[src/rtl/reg_file_pkg.sv]
// ---------------------------------------------------------------------------
// reg_file_pkg
// Shared definitions for the parametrised register file:
//   rf_state_t  - clear-sequencer state encoding (IDLE / CLEAR)
//   RF_DATA_W   - default register width
//   RF_ADDR_W   - default address width (DEPTH = 2**RF_ADDR_W)
// ---------------------------------------------------------------------------
package reg_file_pkg;

    // State kept as a plain vector with named constants so older code that
    // compares against raw encodings keeps working.
    typedef logic [0:0] rf_state_t;

    localparam rf_state_t IDLE  = 1'b0;
    localparam rf_state_t CLEAR = 1'b1;

    localparam int RF_DATA_W = 8;
    localparam int RF_ADDR_W = 3;

endpackage : reg_file_pkg

[src/rtl/reg_file_if.sv]
// ---------------------------------------------------------------------------
// reg_file_if
// Bus bundle between the datapath (master) and the register file (slave).
//   WRITE        write enable, sampled at the rising clock edge
//   INADDRESS    write address
//   IN           write data
//   OUT1ADDRESS  read port 1 address
//   OUT2ADDRESS  read port 2 address
//   OUT1 / OUT2  combinational read data
//   BUSY         high while the register file clears itself after reset
// ---------------------------------------------------------------------------
interface reg_file_if
    import reg_file_pkg::*;
#(
    parameter int DATA_W = RF_DATA_W,
    parameter int ADDR_W = RF_ADDR_W
);

    logic              WRITE;
    logic [ADDR_W-1:0] INADDRESS;
    logic [DATA_W-1:0] IN;
    logic [ADDR_W-1:0] OUT1ADDRESS;
    logic [ADDR_W-1:0] OUT2ADDRESS;
    logic [DATA_W-1:0] OUT1;
    logic [DATA_W-1:0] OUT2;
    logic              BUSY;

    modport master (
        output WRITE, INADDRESS, IN, OUT1ADDRESS, OUT2ADDRESS,
        input  OUT1, OUT2, BUSY
    );

    modport slave (
        input  WRITE, INADDRESS, IN, OUT1ADDRESS, OUT2ADDRESS,
        output OUT1, OUT2, BUSY
    );

endinterface : reg_file_if

[src/rtl/rf_read_port.sv]
// ---------------------------------------------------------------------------
// rf_read_port
// One combinational read port of the register file. Applies, in priority
// order: clear-in-progress forcing to zero, the hardwired zero register,
// and the same-cycle write-to-read bypass.
//   mem_data  stored value at rd_addr
//   rd_addr   read address
//   wr_data   write data currently presented (IN)
//   wr_addr   write address currently presented (INADDRESS)
//   wr_en     write enable currently presented (WRITE)
//   busy      clear sequence running
//   rd_data   resulting read data
// ---------------------------------------------------------------------------
module rf_read_port #(
    parameter int DATA_W   = 8,
    parameter int ADDR_W   = 3,
    parameter int BYPASS   = 1,
    parameter int ZERO_REG = 0
) (
    input  logic [DATA_W-1:0] mem_data,
    input  logic [ADDR_W-1:0] rd_addr,
    input  logic [DATA_W-1:0] wr_data,
    input  logic [ADDR_W-1:0] wr_addr,
    input  logic              wr_en,
    input  logic              busy,
    output logic [DATA_W-1:0] rd_data
);

    always_comb begin
        rd_data = mem_data;
        if (busy) begin
            rd_data = '0;
        end else if ((ZERO_REG != 0) && (rd_addr == '0)) begin
            rd_data = '0;
        end else if ((BYPASS != 0) && wr_en && (rd_addr == wr_addr)) begin
            rd_data = wr_data;
        end
    end

endmodule : rf_read_port

[src/rtl/reg_file_param.sv]
// ---------------------------------------------------------------------------
// reg_file_param
// Parametrised register file: 2**ADDR_W entries of DATA_W bits, one
// synchronous write port and two combinational read ports. After reset the
// array is cleared one entry per clock; BUSY is high for that whole sequence
// and writes are dropped while it runs.
//   CLK    clock, rising edge
//   RESET  synchronous, active-high reset (restarts the clear sequence)
//   bus    reg_file_if slave: WRITE/INADDRESS/IN, OUT1ADDRESS/OUT2ADDRESS,
//          OUT1/OUT2, BUSY
// Parameters: DATA_W, ADDR_W, BYPASS (same-cycle write-to-read forwarding),
//             ZERO_REG (entry 0 hardwired to zero).
// ---------------------------------------------------------------------------
module reg_file_param
    import reg_file_pkg::*;
#(
    parameter int DATA_W   = RF_DATA_W,
    parameter int ADDR_W   = RF_ADDR_W,
    parameter int BYPASS   = 1,
    parameter int ZERO_REG = 0
) (
    input  logic      CLK,
    input  logic      RESET,
    reg_file_if.slave bus
);

    localparam int                DEPTH     = 1 << ADDR_W;
    localparam logic [ADDR_W-1:0] LAST_ADDR = ADDR_W'(DEPTH - 1);

    rf_state_t         state_reg;
    logic [ADDR_W-1:0] ptr_reg;
    logic [DATA_W-1:0] mem [DEPTH];

    logic              busy;
    logic              user_we;
    logic              mem_we;
    logic [ADDR_W-1:0] mem_waddr;
    logic [DATA_W-1:0] mem_wdata;

    // BUSY comes straight from the state register.
    assign busy     = (state_reg == CLEAR);
    assign bus.BUSY = busy;

    // Clear sequencer. The terminal test is on LAST_ADDR so the pointer
    // never wraps past the top entry.
    always_ff @(posedge CLK) begin
        if (RESET) begin
            state_reg <= CLEAR;
            ptr_reg   <= '0;
        end else if (state_reg == CLEAR) begin
            if (ptr_reg == LAST_ADDR) begin
                state_reg <= IDLE;
            end else begin
                ptr_reg <= ptr_reg + 1'b1;
            end
        end
    end

    // Datapath write, with entry 0 protected when it is hardwired.
    always_comb begin
        user_we = bus.WRITE;
        if ((ZERO_REG != 0) && (bus.INADDRESS == '0)) begin
            user_we = 1'b0;
        end
    end

    // Single array write port shared between the clear sequence and the
    // datapath; nothing is written while RESET is held.
    always_comb begin
        mem_we    = 1'b0;
        mem_waddr = bus.INADDRESS;
        mem_wdata = bus.IN;
        if (!RESET) begin
            if (busy) begin
                mem_we    = 1'b1;
                mem_waddr = ptr_reg;
                mem_wdata = '0;
            end else begin
                mem_we = user_we;
            end
        end
    end

    always_ff @(posedge CLK) begin
        if (mem_we) begin
            mem[mem_waddr] <= mem_wdata;
        end
    end

    // Two identical read ports.
    logic [ADDR_W-1:0] rd_addr [2];
    logic [DATA_W-1:0] rd_data [2];

    assign rd_addr[0] = bus.OUT1ADDRESS;
    assign rd_addr[1] = bus.OUT2ADDRESS;
    assign bus.OUT1   = rd_data[0];
    assign bus.OUT2   = rd_data[1];

    generate
        for (genvar gi = 0; gi < 2; gi++) begin : g_rd
            rf_read_port #(
                .DATA_W   (DATA_W),
                .ADDR_W   (ADDR_W),
                .BYPASS   (BYPASS),
                .ZERO_REG (ZERO_REG)
            ) u_port (
                .mem_data (mem[rd_addr[gi]]),
                .rd_addr  (rd_addr[gi]),
                .wr_data  (bus.IN),
                .wr_addr  (bus.INADDRESS),
                .wr_en    (bus.WRITE),
                .busy     (busy),
                .rd_data  (rd_data[gi])
            );
        end
    endgenerate

endmodule : reg_file_param

[src/flat_wrapper.sv]
// flat-port wrapper written by rule: the top's interface ports become plain ports
module reg_file_param_flat import reg_file_pkg::*;
#(
    parameter int DATA_W   = RF_DATA_W,
    parameter int ADDR_W   = RF_ADDR_W,
    parameter int BYPASS   = 1,
    parameter int ZERO_REG = 0
)
  (CLK, RESET, bus_WRITE, bus_INADDRESS, bus_IN, bus_OUT1ADDRESS, bus_OUT2ADDRESS, bus_OUT1, bus_OUT2, bus_BUSY);
  reg_file_if #(.DATA_W(DATA_W), .ADDR_W(ADDR_W)) bus_i ();
  input  logic CLK;
  input  logic RESET;
  input wire logic [$bits(bus_i.WRITE)-1:0] bus_WRITE;
  input wire logic [$bits(bus_i.INADDRESS)-1:0] bus_INADDRESS;
  input wire logic [$bits(bus_i.IN)-1:0] bus_IN;
  input wire logic [$bits(bus_i.OUT1ADDRESS)-1:0] bus_OUT1ADDRESS;
  input wire logic [$bits(bus_i.OUT2ADDRESS)-1:0] bus_OUT2ADDRESS;
  output wire logic [$bits(bus_i.OUT1)-1:0] bus_OUT1;
  output wire logic [$bits(bus_i.OUT2)-1:0] bus_OUT2;
  output wire logic [$bits(bus_i.BUSY)-1:0] bus_BUSY;
  assign bus_i.WRITE = bus_WRITE;
  assign bus_i.INADDRESS = bus_INADDRESS;
  assign bus_i.IN = bus_IN;
  assign bus_i.OUT1ADDRESS = bus_OUT1ADDRESS;
  assign bus_i.OUT2ADDRESS = bus_OUT2ADDRESS;
  assign bus_OUT1 = bus_i.OUT1;
  assign bus_OUT2 = bus_i.OUT2;
  assign bus_BUSY = bus_i.BUSY;
  reg_file_param #(.DATA_W(DATA_W), .ADDR_W(ADDR_W), .BYPASS(BYPASS), .ZERO_REG(ZERO_REG)) u_core (.CLK(CLK), .RESET(RESET), .bus(bus_i));
endmodule
[config.mk]
export PLATFORM = sky130hd
export DESIGN_NAME = reg_file_param_flat
export DESIGN_NICKNAME = d
export VERILOG_FILES = /design/src/rtl/reg_file_pkg.sv /design/src/rtl/reg_file_if.sv /design/src/rtl/rf_read_port.sv /design/src/rtl/reg_file_param.sv /design/src/flat_wrapper.sv
export SDC_FILE = /design/constraint.sdc
export NUM_CORES = 1
export LEC_CHECK = 0
export BUFFER_PORTS_ARGS = -buffer_cell sky130_fd_sc_hd__buf_2
export CAP_MARGIN = 5
export CORE_MARGIN = 4
export CORE_UTILIZATION = 44
export DETAILED_ROUTE_END_ITERATION = 12
export PLACE_DENSITY_LB_ADDON = 0.2
export SLEW_MARGIN = 10
export SYNTH_ARGS = -nofsm -noshare
export SYNTH_HDL_FRONTEND = slang
export SYNTH_SLANG_ARGS = --single-unit
[constraint.sdc]
create_clock -name CLK -period 5.1 [get_ports CLK]
set_clock_uncertainty 0.1 [all_clocks]
set_input_delay 0.255 -clock CLK [delete_from_list [all_inputs] [get_ports CLK]]
set_output_delay 0.255 -clock CLK [all_outputs]
set_load 0.02 [all_outputs]
==> results of run 1 <==
[critical path: stages (launching register included)]
cell,delay (ns)
sky130_fd_sc_hd__dfxtp_1,0.88
sky130_fd_sc_hd__nand2b_1,0.51
sky130_fd_sc_hd__nor3b_1,0.32
sky130_fd_sc_hd__a31oi_1,0.09
sky130_fd_sc_hd__nor2_1,0.57
[synthesized netlist by cell type, drive strengths merged]
cell type,instances,share of area
clkbuf,3,0.0032
edfxtp,64,0.54
dfxtp,4,0.023
mux4,32,0.20
o21bai,1,0.0021
a211oi,16,0.034
nand2,3,0.0032
nor3,1,0.0014
nor2,28,0.030
nor2b,2,0.0035
and2,8,0.014
xnor2,7,0.017
ha,2,0.0071
o21ai,1,0.0014
nand2b,2,0.0035
inv,2,0.0021
or2,1,0.0018
buf,12,0.035
nand4,2,0.0071
nor3b,3,0.0064
mux2i,18,0.051
a31oi,4,0.0071
[stage by stage]
stage | instance area [sq um] | power, mW | hold WS [ns] | worst slack, ns | cells
3_3_place_gp | 3712 | 0.7873 | 0.4264 | 2.495 | 339
3_5_place_dp | 3712 | 0.7887 | 0.4244 | 2.351 | 339
5_1_grt | 3862 | 1.178 | 0.07353 | 2.094 | 354
6_report | 3862 | 1.134 | 0.06931 | 2.254 | 354
2_1_floorplan | 3538 | 0.7511 | 0.2274 | 3.201 | 216
4_1_cts | 3862 | 1.139 | 0.05837 | 2.329 | 354
[cells in the final DEF, fill, tap and decap left out, types with 7 or more instances in the layout]
cell / count
sky130_fd_sc_hd__mux2i_1: 18
sky130_fd_sc_hd__clkbuf_8: 9
sky130_fd_sc_hd__nor2_1: 28
sky130_fd_sc_hd__a211oi_1: 16
sky130_fd_sc_hd__mux4_2: 32
sky130_fd_sc_hd__and2_1: 8
sky130_fd_sc_hd__edfxtp_1: 64
sky130_fd_sc_hd__buf_2: 36
sky130_fd_sc_hd__xnor2_1: 7
[final cells by class]
cell class                 instances  area (sq um)
multi-input combinational        131          1395
sequential                        68          2002
clock inverter                     3         15.01
timing repair buffer              36         180.2
clock buffer                      12         135.1
fill                             677          3905
inverter                           2         7.507
tap                              102         127.6
[where the power goes]
part	switching [mW]	internal [mW]	leakage [nW]
clock network	0.186	0.172	0.0800
registers	0.0132	0.632	0.624
logic	0.0749	0.0570	0.669
[final timing paths]
path                  endpoint  slack, ns  cells after the start
max           u_core.mem[5][3]       2.25                      4
max reg2reg   u_core.mem[5][3]       2.25                      4
min          u_core.ptr_reg[0]       0.07                      2
min reg2reg  u_core.ptr_reg[0]       0.49                      2
[cell families (layout without fill, tap and decap cells)]
logic type | after synthesis | count (layout)
adder cells (fa/ha/maj) | 2 | 2
AO/OA/AOI/OAI | 22 | 22
buffers and inverters | 17 | 53
AND/OR/NAND/NOR | 50 | 50
flip-flops | 68 | 68
XOR/XNOR | 7 | 7
multiplexers | 50 | 50
[metal layers]
layer | routed length [um] | share of wire
met4 | 237 | 0.027
met3 | 899 | 0.10
met5 | 0 | 0
met1 | 3657 | 0.41
met2 | 4098 | 0.46
==> metrics.txt, run 1 <==
# TYPE chip_impl_metric gauge
chip_impl_info{name="crit-reg2reg-launch",value="u_core.bus.BUSY"} 1
chip_impl_info{name="type_of_element_capturing_the_critical_path",value="register"} 1
chip_impl_metric{name="ys_ff_latch",unit=""} 68
chip_impl_metric{name="power_leakage",unit="nW"} 1.373
chip_impl_metric{name="fp.coreArea",unit="sq mm"} 0.007767
chip_impl_metric{name="critPathRequiredTime",unit="ns"} 4.97
chip_impl_metric{name="hold_viol_final",unit=""} 0
chip_impl_metric{name="final_core_utilization",unit=""} 0.4973
chip_impl_metric{name="maxCapViolations",unit=""} 0
chip_impl_metric{name="placement.io_buffers",unit=""} 36
chip_impl_metric{name="grt_util_met1",unit=""} 0.2770
chip_impl_metric{name="grtUsageMet3",unit=""} 0.03877
chip_impl_metric{name="antenna_cells_inserted",unit=""} 0
chip_impl_metric{name="synthSimpleGateAreaFrac",unit=""} 0.07072
chip_impl_metric{name="clk_latency",unit="ns"} 0.34
chip_impl_metric{name="clock-sinks",unit=""} 68
chip_impl_info{name="ctsRootBufferMaster",value="sky130_fd_sc_hd__clkbuf_8"} 1
chip_impl_metric{name="rows",unit=""} 32
chip_impl_info{name="worst_setup_path_startpoint",value="u_core.bus.BUSY"} 1
chip_impl_metric{name="post_layout_min_period",unit="ns"} 2.846
chip_impl_metric{name="die_area",unit="sq mm"} 0.009540
chip_impl_info{name="tritoncts_clock_tree",value="yes"} 1
chip_impl_metric{name="detail_route.wirelength",unit="um"} 8892
chip_impl_metric{name="num_io_pins",unit=""} 37
chip_impl_metric{name="fin_setup_tns",unit="ns"} 0
chip_impl_metric{name="flip_flop_count_of_the_largest_register_after_layout",unit=""} 64
chip_impl_metric{name="report.final.slew_viol_count",unit=""} 0
chip_impl_metric{name="routability_driven_placement_congestion_ratio",unit=""} 0.8248
chip_impl_info{name="worst_hold_path_type",value="input port to register"} 1
chip_impl_metric{name="cts_repair_resize_count",unit=""} 0
chip_impl_info{name="combinational_family_with_the_most_area_after_synthesis",value="multiplexers"} 1
chip_impl_metric{name="die_height",unit="um"} 97.68
chip_impl_info{name="outcome",value="finished clean"} 1
chip_impl_metric{name="slew_headroom",unit=""} 0.4260
chip_impl_metric{name="critical_path_peak_fanout",unit=""} 23
chip_impl_metric{name="initial_core_util",unit=""} 0.4555
chip_impl_metric{name="min_period_over_period",unit=""} 0.5581
chip_impl_metric{name="synth_adder_area_share",unit=""} 0.007072
chip_impl_info{name="layer_carrying_the_most_global_route_usage",value="met2"} 1
chip_impl_metric{name="detail_route.first_pass.iterations",unit=""} 4
chip_impl_metric{name="synth_cells",unit=""} 216
chip_impl_metric{name="number_of_nets_in_the_final_layout",unit=""} 270
chip_impl_metric{name="grt_pass1_vias",unit=""} 2177
chip_impl_metric{name="mappedNetlistArea",unit="sq mm"} 0.003538
chip_impl_metric{name="grt_pass1_wl",unit="um"} 13550
chip_impl_info{name="timing_worst_setup_path_type",value="register to register"} 1
chip_impl_info{name="setup.worst_path.start_class",value="register"} 1
chip_impl_metric{name="worst_slew_pin_slew",unit="ns"} 0.8598
chip_impl_metric{name="ctsHtreeMaxLevel",unit=""} 3
chip_impl_metric{name="layout_overhead_on_the_synthesized_area",unit="%"} 9.158
chip_impl_metric{name="post-cts-setup-buffers",unit=""} 0
chip_impl_metric{name="worst_path_arrival_time",unit="ns"} 2.71
chip_impl_metric{name="global_routing_usage_summed_across_all_routing_layers",unit=""} 0.1981
chip_impl_metric{name="fp.dieW",unit="um"} 97.68
chip_impl_metric{name="ctsLongestPathBuffers",unit=""} 2
chip_impl_metric{name="synthesized_area_fraction_occupied_by_ao_oa_aoi_and_oai_cells",unit=""} 0.04455
chip_impl_metric{name="synth.distinct_cells",unit=""} 25
chip_impl_metric{name="synth_xor_area_frac",unit=""} 0.01733
chip_impl_metric{name="dp_hpwl",unit="um"} 6433
chip_impl_metric{name="synth_warnings",unit=""} 0
chip_impl_metric{name="cts_made_buffers",unit=""} 9
chip_impl_metric{name="power-per-cell-area",unit="mW/mm^2"} 293.7
chip_impl_metric{name="met2_usage",unit=""} 0.3047
chip_impl_metric{name="fmax",unit="GHz"} 0.3514
chip_impl_metric{name="post_drt_wl_per_cell",unit="um"} 25.12
chip_impl_metric{name="ant_nets",unit=""} 0
chip_impl_metric{name="clk_pin_slew",unit="ns"} 0.07
chip_impl_metric{name="mean_area_per_synthesized_cell",unit="sq um"} 16.38
chip_impl_metric{name="hold_buffers",unit=""} 0
chip_impl_metric{name="drcViolationCount",unit=""} 0
chip_impl_metric{name="grt_overflow_total",unit=""} 0
chip_impl_metric{name="antenna_found_initial",unit=""} 0
chip_impl_metric{name="syn_nets",unit=""} 238
chip_impl_metric{name="final_setup_vio_count",unit=""} 0
chip_impl_metric{name="via_per_inst",unit=""} 6.110
chip_impl_metric{name="multiplexer_share_of_the_synthesized_area",unit=""} 0.2546
chip_impl_metric{name="ir_worst_vdd",unit="mV"} 0.1493
chip_impl_metric{name="routed-via-count",unit=""} 2163
chip_impl_info{name="hold_path_startpoint",value="RESET"} 1
chip_impl_metric{name="layout-drive-gt1-share",unit=""} 0.3294
chip_impl_metric{name="fraction_of_the_yosys_area_taken_by_sequential_cells",unit=""} 0.5658
chip_impl_info{name="rsz0062_at_grt",value="no"} 1
chip_impl_metric{name="drt_iter0_drc",unit=""} 296
chip_impl_metric{name="grt_max_degree",unit=""} 24
No activity file was read; power rests on OpenSTA's default activity.
==> run 2, diff against run 1 <==
Settings changed: ABC_AREA from default to 1.
Clock period 5.1 ns to 2.6 ns, I/O delays scaled along.
==> run 2 against run 1 <==
Compared with the run above:
- clock power is 100% higher
- worst hold slack better by 0.11 ns
- setup slack worse by 1.9 ns
- highest routed layer unchanged
==> metrics.txt, run 2 <==
# TYPE chip_impl_metric gauge
chip_impl_info{name="crit-reg2reg-launch",value="u_core.bus.BUSY"} 1
chip_impl_metric{name="detail_route.first_pass.iterations",unit=""} 4
chip_impl_metric{name="fp.dieW",unit="um"} 102.2
chip_impl_metric{name="synth_adder_area_share",unit=""} 0.006414
chip_impl_metric{name="report.final.slew_viol_count",unit=""} 0
chip_impl_metric{name="antenna_found_initial",unit=""} 0
chip_impl_metric{name="multiplexer_share_of_the_synthesized_area",unit=""} 0
chip_impl_metric{name="dp_hpwl",unit="um"} 7072
chip_impl_metric{name="number_of_nets_in_the_final_layout",unit=""} 563
chip_impl_metric{name="grt_max_degree",unit=""} 33
chip_impl_info{name="timing_worst_setup_path_type",value="input port to register"} 1
chip_impl_metric{name="ys_async_sr_fraction",unit=""} 0
chip_impl_metric{name="rows",unit=""} 34
chip_impl_metric{name="synthSimpleGateAreaFrac",unit=""} 0.4070
chip_impl_metric{name="initial_core_util",unit=""} 0.4495
chip_impl_metric{name="grt_pass1_vias",unit=""} 3272
chip_impl_metric{name="clock-sinks",unit=""} 68
chip_impl_info{name="timing.critical_path.slowest_stage_cell",value="sky130_fd_sc_hd__nor2_1"} 1
chip_impl_metric{name="mappedNetlistArea",unit="sq mm"} 0.003901
chip_impl_info{name="ctsRootBufferMaster",value="sky130_fd_sc_hd__clkbuf_8"} 1
chip_impl_metric{name="fp.coreArea",unit="sq mm"} 0.008678
chip_impl_metric{name="global_routing_usage_summed_across_all_routing_layers",unit=""} 0.2264
chip_impl_info{name="type_of_element_capturing_the_critical_path",value="register"} 1
chip_impl_info{name="crit_path_cell_trace",value="dlygate4sd3_1 > buf_2 > inv_1 > nand2_1 > o21ai_0 > nand2_1 > nor2_1"} 1
chip_impl_metric{name="clk_latency",unit="ns"} 0.35
chip_impl_metric{name="cts_repair_resize_count",unit=""} 0
chip_impl_metric{name="routability_driven_placement_congestion_ratio",unit=""} 0.8739
chip_impl_info{name="yosys.area.top_type",value="sky130_fd_sc_hd__edfxtp_1"} 1
chip_impl_metric{name="slew_headroom",unit=""} 0.4699
chip_impl_info{name="synthFlopType",value="sky130_fd_sc_hd__edfxtp_1"} 1
chip_impl_metric{name="post-cts-setup-buffers",unit=""} 0
chip_impl_metric{name="drt_iter0_drc",unit=""} 273
chip_impl_metric{name="synth_enable_flop_cells",unit=""} 64
chip_impl_metric{name="layout_overhead_on_the_synthesized_area",unit="%"} 10.97
chip_impl_metric{name="worst_slew_pin_slew",unit="ns"} 0.7923
chip_impl_metric{name="synth_top_area_frac",unit=""} 0.4926
chip_impl_info{name="worst_setup_path_startpoint",value="RESET"} 1
chip_impl_metric{name="synth.distinct_cells",unit=""} 21
chip_impl_info{name="capture_point_of_the_worst_path",value="u_core.mem[0][6]"} 1
chip_impl_metric{name="drcViolationCount",unit=""} 0
chip_impl_info{name="outcome",value="finished clean"} 1
chip_impl_metric{name="synth_xor_area_frac",unit=""} 0
chip_impl_metric{name="post_drt_wl_per_cell",unit="um"} 17.01
chip_impl_metric{name="die_area",unit="sq mm"} 0.01044
chip_impl_metric{name="final_setup_vio_count",unit=""} 0
chip_impl_info{name="layout_common_cells",value="203 x sky130_fd_sc_hd__nand2_1, 96 x sky130_fd_sc_hd__nand3_1, 69 x sky130_fd_sc_hd__nor2_1, 64 x sky130_fd_sc_hd__edfxtp_1, 36 x sky130_fd_sc_hd__buf_2"} 1
chip_impl_metric{name="ys_ff_latch",unit=""} 68
chip_impl_metric{name="detail_route.wirelength",unit="um"} 11110
chip_impl_metric{name="num_io_pins",unit=""} 37
chip_impl_metric{name="hold_buffers",unit=""} 1
chip_impl_metric{name="via_per_inst",unit=""} 5.337
chip_impl_metric{name="placement.io_buffers",unit=""} 36
chip_impl_metric{name="power-per-cell-area",unit="mW/mm^2"} 546.4
chip_impl_metric{name="worst_path_arrival_time",unit="ns"} 2.12
chip_impl_info{name="tritoncts_clock_tree",value="yes"} 1
chip_impl_metric{name="critPathRequiredTime",unit="ns"} 2.48
chip_impl_metric{name="grt_overflow_total",unit=""} 0
chip_impl_metric{name="ir_worst_vdd",unit="mV"} 0.3091
chip_impl_info{name="setup.worst_path.start_class",value="input port"} 1
chip_impl_metric{name="synthesized_area_fraction_occupied_by_ao_oa_aoi_and_oai_cells",unit=""} 0.01090
chip_impl_info{name="commonest_non_fill_non_tap_cell_in_the_layout",value="sky130_fd_sc_hd__nand2_1"} 1
chip_impl_metric{name="critical_path_peak_fanout",unit=""} 9
chip_impl_metric{name="maxCapViolations",unit=""} 0
chip_impl_metric{name="die_height",unit="um"} 102.2
chip_impl_info{name="combinational_family_with_the_most_area_after_synthesis",value="simple AND/OR/NAND/NOR gates"} 1
chip_impl_metric{name="antenna_cells_inserted",unit=""} 0
chip_impl_metric{name="layout-drive-gt1-share",unit=""} 0.1339
chip_impl_info{name="synth_top_cells_by_area",value="sky130_fd_sc_hd__edfxtp_1 49%, sky130_fd_sc_hd__nand2_1 20%, sky130_fd_sc_hd__nand3_1 12%"} 1
chip_impl_metric{name="routed-via-count",unit=""} 3485
chip_impl_info{name="critical_path.top_delay_family",value="simple AND/OR/NAND/NOR gates"} 1
chip_impl_metric{name="post_layout_min_period",unit="ns"} 2.243
chip_impl_info{name="worst_hold_path_type",value="input port to register"} 1
chip_impl_metric{name="ant_nets",unit=""} 0
chip_impl_metric{name="cts_made_buffers",unit=""} 9
chip_impl_metric{name="fmax",unit="GHz"} 0.4458
chip_impl_info{name="rsz0062_at_grt",value="no"} 1
chip_impl_metric{name="flip_flop_count_of_the_largest_register_after_layout",unit=""} 64
chip_impl_info{name="rr_endpoint",value="u_core.mem[0][6]"} 1
chip_impl_metric{name="ctsHtreeMaxLevel",unit=""} 3
chip_impl_info{name="crit_path_frequent_cell",value="sky130_fd_sc_hd__nand2_1"} 1
chip_impl_metric{name="mean_area_per_synthesized_cell",unit="sq um"} 7.741
chip_impl_info{name="post_synth_most_frequent_cells",value="203 x sky130_fd_sc_hd__nand2_1, 96 x sky130_fd_sc_hd__nand3_1, 69 x sky130_fd_sc_hd__nor2_1, 64 x sky130_fd_sc_hd__edfxtp_1, 20 x sky130_fd_sc_hd__inv_1"} 1
chip_impl_metric{name="worst-path-buf-inv",unit=""} 3
chip_impl_metric{name="ctsLongestPathBuffers",unit=""} 2
chip_impl_metric{name="syn_nets",unit=""} 526
chip_impl_metric{name="power_leakage",unit="nW"} 1.933
chip_impl_metric{name="synth_warnings",unit=""} 0
chip_impl_metric{name="fraction_of_the_yosys_area_taken_by_sequential_cells",unit=""} 0.5131
chip_impl_metric{name="max_stage_delay",unit="ns"} 0.62
chip_impl_info{name="synth.most_common_cell",value="sky130_fd_sc_hd__nand2_1"} 1
chip_impl_metric{name="grt_pass1_wl",unit="um"} 17330
chip_impl_metric{name="worst-r2r-setup-slack",unit="ns"} 0.54
chip_impl_metric{name="synth_cells",unit=""} 504
chip_impl_metric{name="total_power_after_layout",unit="mW"} 2.366
chip_impl_metric{name="reg2reg_depth",unit=""} 4
chip_impl_metric{name="min_period_over_period",unit=""} 0.8628
chip_impl_metric{name="hold_viol_final",unit=""} 0
chip_impl_metric{name="clk_pin_slew",unit="ns"} 0.08
chip_impl_metric{name="fin_setup_tns",unit="ns"} 0
chip_impl_metric{name="worstSetupPathDepth",unit=""} 7
==> run 2: changes by cell type in the layout (fill, tap and decap cells not counted), moves of 4 or more <==
cell / change
sky130_fd_sc_hd__a31oi_1: -4
sky130_fd_sc_hd__o21ai_0: +5
sky130_fd_sc_hd__nor2_4: +4
sky130_fd_sc_hd__a211oi_1: -16
sky130_fd_sc_hd__nand2_1: +200
sky130_fd_sc_hd__nor2_1: +41
sky130_fd_sc_hd__inv_1: +18
sky130_fd_sc_hd__buf_4: +14
sky130_fd_sc_hd__and2_1: -8
sky130_fd_sc_hd__xnor2_1: -7
sky130_fd_sc_hd__nand3_1: +96
sky130_fd_sc_hd__mux4_2: -32
sky130_fd_sc_hd__mux2i_1: -18
==> run 2: worst min path at each step <==
| stage | startpoint | to | slack, ns | cells past startpoint |
|---|---|---|---|---|
| 2_1_floorplan | RESET | u_core.bus.BUSY | 0.17 | 2 |
| 3_3_place_gp | RESET | u_core.bus.BUSY | 0.27 | 3 |
| 3_5_place_dp | RESET | u_core.bus.BUSY | 0.28 | 3 |
| 4_1_cts | bus_IN[1] | u_core.mem[2][1] | 0.16 | 3 |
| 5_1_grt | bus_IN[1] | u_core.mem[4][1] | 0.18 | 3 |
| 6_report | bus_IN[1] | u_core.mem[2][1] | 0.18 | 3 |
==> run 2: layout make-up <==
cell class	count	area (sq um)
fillers	823	4349
flip-flops and latches	68	2002
multi-input cells	387	1655
repair buffers	51	295.3
well taps	108	135.1
clock buffers	11	131.4
inverters	24	92.59
clock inverters	4	17.52
==> run 2: kinds of logic after synthesis <==
group	Yosys count
and+or+nand+nor	377
AOI/OAI and AO/OA	8
DFF	68
adders and majority gates	2
buffers and inverters	49
==> run 2: tightest hold or removal path, cell delays in order <==
cell	delay (ns)
sky130_fd_sc_hd__buf_2	0.10
sky130_fd_sc_hd__inv_1	0.07
sky130_fd_sc_hd__nor2_1	0.13
==> run 2: layer usage <==
layer / GRT usage / part of all wire / vias to the layer above
met5: 0 / 0 / -
met1: 0.3109 / 0.41 / 1569
met3: 0.02935 / 0.099 / 21
met2: 0.3583 / 0.46 / 179
met4: 0.1039 / 0.029 / 0
li1: - / - / 1716
==> run 2: where the power goes <==
part / internal (mW) / total [mW] / switching [mW] / leakage [nW]
clock network: 0.332 / 0.727 / 0.396 / 0.0780
registers: 1.25 / 1.27 / 0.0199 / 0.626
logic: 0.110 / 0.371 / 0.261 / 1.23
total: 1.69 / 2.37 / 0.677 / 1.93
==> run 2: through the flow <==
step / utilization / worst slack (ns) / hold WS (ns) / area [sq um] / cells
5_1_grt: 0.4988 / 0.2064 / 0.1810 / 4329 / 653
3_5_place_dp: 0.4805 / 0.5154 / 0.2777 / 4170 / 637
6_report: 0.4988 / 0.3568 / 0.1760 / 4329 / 653
4_1_cts: 0.4988 / 0.3183 / 0.1583 / 4329 / 653
2_1_floorplan: - / 0.7271 / 0.1726 / 3901 / 504
3_3_place_gp: 0.4805 / 0.5770 / 0.2731 / 4170 / 637
